==> src/rtl/ham_sched_pkg.sv <==
// rtl/ham_sched_pkg.sv - shared FSM states, op encodings and defaults for ham_sched
package ham_sched_pkg;

   localparam int CNT_W_DEF = 16;

   localparam logic OP_POP = 1'b0;
   localparam logic OP_HAM = 1'b1;

   typedef enum logic [1:0] {
      ST_IDLE  = 2'd0,
      ST_BUSY  = 2'd1,
      ST_DRAIN = 2'd2,
      ST_RESP  = 2'd3
   } state_e;

   function automatic logic [31:0] sel_operand(input logic op, input logic [31:0] a,
                                               input logic [31:0] b);
      return (op == OP_HAM) ? (a ^ b) : a;
   endfunction

endpackage

==> src/rtl/ham_32bit.sv <==
// rtl/ham_32bit.sv - combinational 32-bit population count, 6-bit result
module ham_32bit (
   input  logic [31:0] din,
   output logic [5:0]  cnt
);

   always_comb begin
      cnt = '0;
      for (int i = 0; i < 32; i++) begin
         cnt = cnt + {5'd0, din[i]};
      end
   end

endmodule

==> src/rtl/ham_sched.sv <==
// rtl/ham_sched.sv - two-requester round-robin popcount/Hamming burst accumulator
module ham_sched
   import ham_sched_pkg::*;
#(
   parameter int CNT_W = CNT_W_DEF
) (
   input  logic             clk,
   input  logic             rst_n,
   input  logic             req0_valid,
   output logic             req0_ready,
   input  logic [31:0]      req0_a,
   input  logic [31:0]      req0_b,
   input  logic             req0_op,
   input  logic             req0_last,
   input  logic             req1_valid,
   output logic             req1_ready,
   input  logic [31:0]      req1_a,
   input  logic [31:0]      req1_b,
   input  logic             req1_op,
   input  logic             req1_last,
   output logic             resp0_valid,
   input  logic             resp0_ready,
   output logic             resp1_valid,
   input  logic             resp1_ready,
   output logic [CNT_W-1:0] resp_count
);

   state_e             state_q, state_d;
   logic               owner_q, owner_d;
   logic               ptr_q, ptr_d;
   logic [1:0]         rdy_q, rdy_d;
   logic [1:0]         rvld_q, rvld_d;
   logic [31:0]        opnd_q, opnd_d;
   logic               opnd_vld_q, opnd_vld_d;
   logic [CNT_W-1:0]   acc_q, acc_d;
   logic [CNT_W-1:0]   count_q, count_d;

   logic [5:0]         pop;
   logic [CNT_W-1:0]   pop_ext;
   logic [CNT_W:0]     sum;
   logic               in_valid, in_op, in_last, grant, rsp_rdy;
   logic [31:0]        in_a, in_b;

   ham_32bit u_pop (
      .din (opnd_q),
      .cnt (pop)
   );

   always_comb begin
      in_valid = owner_q ? req1_valid : req0_valid;
      in_a     = owner_q ? req1_a     : req0_a;
      in_b     = owner_q ? req1_b     : req0_b;
      in_op    = owner_q ? req1_op    : req0_op;
      in_last  = owner_q ? req1_last  : req0_last;
      rsp_rdy  = owner_q ? resp1_ready : resp0_ready;
      pop_ext  = CNT_W'(pop);
      sum      = {1'b0, acc_q} + {1'b0, pop_ext};
      grant    = 1'b0;

      state_d    = state_q;
      owner_d    = owner_q;
      ptr_d      = ptr_q;
      rdy_d      = rdy_q;
      rvld_d     = rvld_q;
      opnd_d     = opnd_q;
      opnd_vld_d = 1'b0;
      acc_d      = acc_q;
      count_d    = count_q;

      // Operand registered last cycle is folded in now; carry-out pins at all-ones.
      if (opnd_vld_q) begin
         acc_d = sum[CNT_W] ? '1 : sum[CNT_W-1:0];
      end

      case (state_q)
         ST_IDLE: begin
            if (req0_valid || req1_valid) begin
               grant   = (req0_valid && req1_valid) ? ptr_q : req1_valid;
               owner_d = grant;
               rdy_d   = grant ? 2'b10 : 2'b01;
               acc_d   = '0;
               state_d = ST_BUSY;
            end
         end
         ST_BUSY: begin
            if (in_valid) begin
               opnd_d     = sel_operand(in_op, in_a, in_b);
               opnd_vld_d = 1'b1;
               if (in_last) begin
                  rdy_d   = 2'b00;
                  state_d = ST_DRAIN;
               end
            end
         end
         ST_DRAIN: begin
            state_d = ST_RESP;
         end
         ST_RESP: begin
            if (rvld_q == 2'b00) begin
               rvld_d  = owner_q ? 2'b10 : 2'b01;
               count_d = acc_q;
            end else if (rsp_rdy) begin
               rvld_d  = 2'b00;
               ptr_d   = ~owner_q;
               state_d = ST_IDLE;
            end
         end
         default: state_d = ST_IDLE;
      endcase
   end

   always_ff @(posedge clk or negedge rst_n) begin
      if (!rst_n) begin
         state_q    <= ST_IDLE;
         owner_q    <= 1'b0;
         ptr_q      <= 1'b0;
         rdy_q      <= 2'b00;
         rvld_q     <= 2'b00;
         opnd_q     <= '0;
         opnd_vld_q <= 1'b0;
         acc_q      <= '0;
         count_q    <= '0;
      end else begin
         state_q    <= state_d;
         owner_q    <= owner_d;
         ptr_q      <= ptr_d;
         rdy_q      <= rdy_d;
         rvld_q     <= rvld_d;
         opnd_q     <= opnd_d;
         opnd_vld_q <= opnd_vld_d;
         acc_q      <= acc_d;
         count_q    <= count_d;
      end
   end

   assign req0_ready  = rdy_q[0];
   assign req1_ready  = rdy_q[1];
   assign resp0_valid = rvld_q[0];
   assign resp1_valid = rvld_q[1];
   assign resp_count  = count_q;

endmodule

==> config.mk <==
export PLATFORM = sky130hd
export DESIGN_NAME = ham_sched
export DESIGN_NICKNAME = d
export VERILOG_FILES = /design/src/rtl/ham_sched_pkg.sv /design/src/rtl/ham_32bit.sv /design/src/rtl/ham_sched.sv
export SDC_FILE = /design/constraint.sdc
export NUM_CORES = 1
export LEC_CHECK = 0
export BUFFER_PORTS_ARGS = -buffer_cell sky130_fd_sc_hd__buf_2
export CAP_MARGIN = 20
export CORE_UTILIZATION = 47
export CTS_CLUSTER_SIZE = 14
export DETAILED_ROUTE_END_ITERATION = 10
export PLACE_DENSITY = 0.77
export SKIP_LAST_GASP = 1
export SLEW_MARGIN = 25
export SYNTH_ARGS = -nofsm -noshare
export SYNTH_HDL_FRONTEND = slang
export SYNTH_SLANG_ARGS = --single-unit
export TNS_END_PERCENT = 50
==> constraint.sdc <==
create_clock -name clk -period 5.9 [get_ports clk]
set_input_delay 0.885 -clock clk [delete_from_list [all_inputs] [get_ports clk]]
set_output_delay 0.885 -clock clk [all_outputs]
set_load 0.005 [all_outputs]
==> run_results.csv, run 1 <==
group,metric,value,unit
yosys,yosys-mux-area-fraction,4.069,%
route,wl_met1,4713,microns
floorplan,die_y,107.1,microns
clocking,cts_made_buffers,9,
yosys,synth-simple-area-share,13.94,%
yosys,ys_types,44,
place,dpl_worst_slack,-0.4357,ns
place,io_buffers,157,
final_layout,layout_commonest_cell,"buf_2",
route,route.met3.wl,382,microns
floorplan,initial_core_util,48.15,%
place,place_area,6155,sq um
route,drt_iter0_drc,90,
setup_path,r2r_slack,-0.30,ns
setup_path,startpoint_type,"flop",
final_layout,final_layout_size_suffix_gt1_share,30.53,%
final_layout,final_area,6479,sq um
timing,setup_slack,-0.3005,ns
global_route,overflow,0,
yosys,synth_compound_area_share,13.80,%
setup_path,worstPathRequired,6.15,ns
yosys,synthArstFlopShare,100.0,%
timing,tightestPinTransition,0.8820,ns
setup_path,path_class,"reg2reg",
setup_path,crit_start,"opnd_q[0]",
timing,clock.fmax,161.3,MHz
global_route,grt_max_degree,74,
final_layout,antennaDiodeCount,0,
setup_path,crit_path_end_kind,"flop",
global_route,grt_pass1_wl,18880,microns
timing,period_needed,6.200,ns
clocking,clockBufferDepth,2,
timing,fin_skew,0.01085,ns
clocking,cts_root_buffer,"clkbuf_8",
yosys,synth_fp_nets,782,
yosys,synth_xor_area_share,12.14,%
clocking,clock_sinks,73,
yosys,synth_ff_type,"dfrtp_1",
run,maxCapViolations,0,
clocking,cts_tree,"built",
min_path,holdPathStages,2,
outcome,status,"complete, but fails checks",
setup_path,critPathMaxFanout,4,
final_layout,area_delta_synth_final,24.68,%
route,firstDrtPassIters,6,
setup_path,r2r_cells,20,
timing,slew_viol_final,0,
floorplan,die_w,107.1,microns
clocking,cts.htree.levels,3,
floorplan,rows,38,
timing,rsz0062_at_grt,"true",
route,dr_wl_met2,5865,microns
route,drtAntennaViolNets,0,
setup_path,worstPathArrival,6.45,ns
global_route,antenna_found_initial,0,
timing,hold_viol,0,
min_path,hold_path.class,"reg2reg",
global_route,grt_pass1_vias,4345,
final_layout,fin_cells,900,
min_path,worst_hold_startpoint,"opnd_q[2]",
yosys,synthAdderAreaFrac,14.21,%
route,wire_per_inst,12.33,microns
route,wirelength,11100,microns
yosys,syn_avg_cell_area,8.660,sq um
final_layout,final_nets,937,
timing,period_share,105.1,%
route,highest_layer,"met4",
outcome,violations,"negative setup slack",
place,gp_congestion,0.8015,
yosys,synth-edff-count,0,
clocking,insertion_delay,0.35,ns
route,drc,0,
floorplan,die_area,11480,sq um
floorplan,io_pins,158,
yosys,yosysWarnings,0,
place,dpl.cell_count,881,
yosys,ys_seq_elements,73,
yosys,ys_seq_area_share,35.16,%
route,viasPerCell,4.886,
timing,finalSetupViolations,16,
yosys,syn_area,5196,sq um
timing,slew-limit-headroom,41.20,%
place,dp_hpwl,8850,microns
final_layout,final_core_util,60.03,%
global_route,grt_usage,20.67,%
yosys,synth_top_family_by_area,"adder cells",
clocking,clkTransAtPathRegs,0.07,ns
setup_path,reg2reg_from,"opnd_q[0]",
yosys,netlist_instances,600,
final_layout,layout_common_cells,"buf_2, nand2_1, dfrtp_1, inv_1, o21ai_0",
route,vias,4397,
floorplan,core_area,10790,sq um
[path summary, 6_finish.rpt]
kind	end
max	acc_q[9]
min in group asynchronous	acc_q[8]
min	opnd_q[2]
max reg2reg	acc_q[9]
min reg2reg	opnd_q[2]
max in group asynchronous	owner_q
[cell families after synthesis]
| logic type | after synthesis |
|---|---|
| buffers and inverters | 90 |
| xor gates and xnor gates | 72 |
| muxes | 19 |
| and+or+nand+nor | 173 |
| adders and majority gates | 44 |
| AOI/OAI and AO/OA | 129 |
| DFF | 73 |
[Yosys cell counts (all sizes together) (3+ instances only)]
cell type | count | area [sq um]
a21o | 3 | 22.52
a21oi | 46 | 230.2
a31oi | 11 | 75.07
and3 | 4 | 26.28
buf | 9 | 43.79
clkbuf | 19 | 71.32
dfrtp | 73 | 1827
fa | 25 | 500.5
ha | 19 | 237.7
inv | 62 | 232.7
mux2 | 17 | 191.4
nand2 | 105 | 394.1
nor2 | 43 | 161.4
nor3 | 5 | 25.02
nor3b | 3 | 22.52
o211ai | 3 | 22.52
o21ai | 55 | 275.3
xnor2 | 37 | 324.1
xor2 | 35 | 306.5
[flip-flops by register name (all words and copies together) (netlist names)]
signal and count:
acc_q 16, opnd_q 32, opnd_vld_q 1, owner_q 1, ptr_q 1, rdy_q 2, resp_count 16, rvld_q 2
state_q 2
[timing repair]
item	CTS	global route
setup endpoints to repair	16	16
cloned	0	0
setup buffers	2	2
pin swaps	7	7
hold buffers	0	0
resized for setup	4	17
[per-stage QoR]
step | TNS (ns) | hold slack, ns
after floorplan | -0.5627 | 0.4498
after global placement | -2.719 | 0.4651
after detailed placement | -5.397 | 0.4710
after CTS | -3.896 | 0.4886
after global routing | -8.312 | 0.5137
final | -4.215 | 0.4845
[worst max-delay path, cell delays in order, from the launching register on]
cell,delay (ns)
dfrtp_1,0.38
ha_1,0.30
inv_2,0.04
fa_1,0.49
fa_1,0.43
fa_1,0.52
fa_1,0.46
fa_1,0.55
fa_1,0.44
fa_2,0.37
fa_2,0.37
inv_2,0.05
a21o_1,0.10
a21oi_1,0.07
xnor2_1,0.14
ha_1,0.35
a211o_1,0.32
o21ba_4,0.27
nor2_1,0.07
and2_4,0.14
a311oi_1,0.24
[cell type report]
class                      count  area [sq um]
fill                         949          4314
multi-input combinational    437          3117
sequential                    73          1831
timing repair buffer         172         904.6
inverter                      62         232.7
tap                          140         175.2
clock buffer                   9         123.9
clock inverter                 7         95.09
[metal layers]
layer,up-vias,track usage [%]
li1,2249,-
met1,2017,25.14
met2,114,37.93
met3,17,3.283
met4,0,5.186
met5,-,0
Power of run 1 is not shown: default switching activity piles up to over one toggle a cycle in this logic, so the estimate is an artifact.
==> inputs of run 2 (changes only) <==
CAP_MARGIN = default   (was 20)
CORE_MARGIN = 2   (was default)
CORE_UTILIZATION = 53   (was 47)
PLACE_DENSITY = 0.82   (was 0.77)
clock period = 7.1 ns   (was 5.9 ns; I/O delays follow)
==> run 2 against run 1 <==
  * The run now ends clean
  * Critical path depth unchanged
  * Flip-flop and latch count did not move
  * Die area is 7.6% lower
  * Sequential share of layout area is 0.64 points higher
  * Routed wire length is 2.8% lower
  * Clock skew barely moved
  * Non-clock buffer count is 13 lower
  * First-iteration DRC count rose by 4.4%
  * Via count down 0.39%
  * Count of clock-buffer cells in the layout up 2
  * Fmax shrank 5.4%
  * Critical endpoint unchanged
  * Largest cell class unchanged
==> run_results.csv, run 2 (synthesized netlist as in run 1, its figures left out) <==
group,metric,value,unit
timing,rsz0062_at_grt,"false",
final_layout,antennaDiodeCount,0,
timing,tightestPinTransition,0.9416,ns
global_route,overflow,0,
final_layout,multiInputGateArea,3029,sq um
floorplan,rows,36,
setup_path,r2r_slack,0.55,ns
floorplan,die_w,103.0,microns
setup_path,critPathMaxFanout,8,
final_layout,largest_reg_flops,32,
clocking,cts_root_buffer,"clkbuf_8",
clocking,clkTransAtPathRegs,0.07,ns
place,io_buffers,157,
timing,finalSetupViolations,0,
timing,hold_viol,0,
setup_path,r2r_cells,20,
route,wire_per_inst,12.26,microns
setup_path,worstPathRequired,7.35,ns
final_layout,area_delta_synth_final,21.94,%
clocking,cts_tree,"built",
global_route,antenna_found_initial,0,
clocking,hold_buffers,0,
outcome,status,"finished clean",
floorplan,io_pins,158,
clocking,cts_made_buffers,9,
timing,period_needed,6.551,ns
clocking,ctsResizeCount,0,
route,wirelength,10790,microns
floorplan,die_y,103.0,microns
setup_path,worstPathArrival,6.80,ns
clocking,clock_sinks,73,
place,place_area,6057,sq um
clocking,clockBufferDepth,2,
min_path,hold_path.class,"reg2reg",
timing,fin_setup_tns,0,ns
timing,whs,0.4829,ns
global_route,grt_pass1_wl,18100,microns
global_route,grt_max_degree,74,
place,dp_hpwl,8764,microns
timing,clock.fmax,152.6,MHz
timing,slew_viol_final,0,
global_route,grt_pass1_vias,4317,
floorplan,initial_core_util,53.91,%
clocking,post-cts-setup-buffer-count,0,
route,vias,4380,
floorplan,die_area,10610,sq um
timing,slew-limit-headroom,37.01,%
route,drt_iter0_drc,94,
global_route,grt_usage,21.54,%
route,drtAntennaViolNets,0,
clocking,insertion_delay,0.35,ns
final_layout,seqCellArea,1831,sq um
setup_path,startpoint_type,"flop",
setup_path,path_class,"reg2reg",
timing,fin_skew,0.01124,ns
final_layout,final_area,6336,sq um
final_layout,layout_commonest_cell,"buf_2",
min_path,holdPathStages,2,
final_layout,final_layout_size_suffix_gt1_share,27.04,%
final_layout,fillerInstances,822,
route,drc,0,
clocking,cts.htree.levels,3,
floorplan,core_area,9639,sq um
setup_path,crit_path_end_kind,"flop",
place,gp_congestion,0.8409,
final_layout,top_register,"opnd_q",
route,viasPerCell,4.977,
route,firstDrtPassIters,6,
final_layout,final_nets,924,
final_layout,layout_common_cells,"buf_2, nand2_1, dfrtp_1, inv_1, o21ai_0",
run,maxCapViolations,0,
timing,period_share,92.27,%
run 2: cell types whose count changed in the layout (fill, tap and decap cells not counted), sizes merged:
| cell | delta |
|---|---|
| bufinv | +2 |
| clkinv | -3 |
| clkbuf | +2 |
| buf | -13 |
| clkinvlp | -1 |
run 2: worst max-delay path, cell delays in order (launching register included):
cell and delay, ns:
dfrtp_1 0.40, ha_1 0.30, inv_1 0.07, fa_1 0.42, fa_1 0.49, fa_1 0.54, fa_1 0.44, fa_1 0.53
fa_1 0.42, fa_1 0.42, fa_1 0.43, inv_1 0.07, a21o_1 0.10, a21oi_1 0.07, xnor2_1 0.14, ha_1 0.38
a211o_1 0.18, a31oi_2 0.07, or3_1 0.51, and2_4 0.21, a311oi_1 0.25
run 2: final cells by class:
class	count	share of cell area (%)
Multi-Input combinational cell	437	47.81
Inverter	62	3.673
Timing Repair Buffer	159	12.64
Tap cell	133	2.626
Sequential cell	73	28.89
Clock inverter	5	1.975
Clock buffer	11	2.389
run 2: worst paths after layout:
path / from / end
worst max-delay path: opnd_q[0] / acc_q[9]
worst min-delay path: opnd_q[29] / opnd_q[29]
worst max register to register: opnd_q[0] / acc_q[9]
worst min register to register: opnd_q[29] / opnd_q[29]
max in group asynchronous: rst_n / owner_q
min in group asynchronous: rst_n / resp_count[14]
run 2: stage by stage:
step	std cells	setup slack, ns	utilization (%)
global placement	864	0.7142	62.84
global route	880	0.2260	65.73
finish	880	0.5486	65.73
detailed placement	864	0.5528	62.84
CTS	880	0.5387	65.71
floorplan	600	0.8671	-
run 2: layer usage:
layer / GRT usage (%) / wire length, microns / part of all wire, %
met2: 39.66 / 5686 / 53
met5: 0 / 0 / 0
met3: 4.136 / 466 / 4.3
met1: 25.11 / 4451 / 41
met4: 7.085 / 182 / 1.7
Power of run 2 is left out for the same reason.
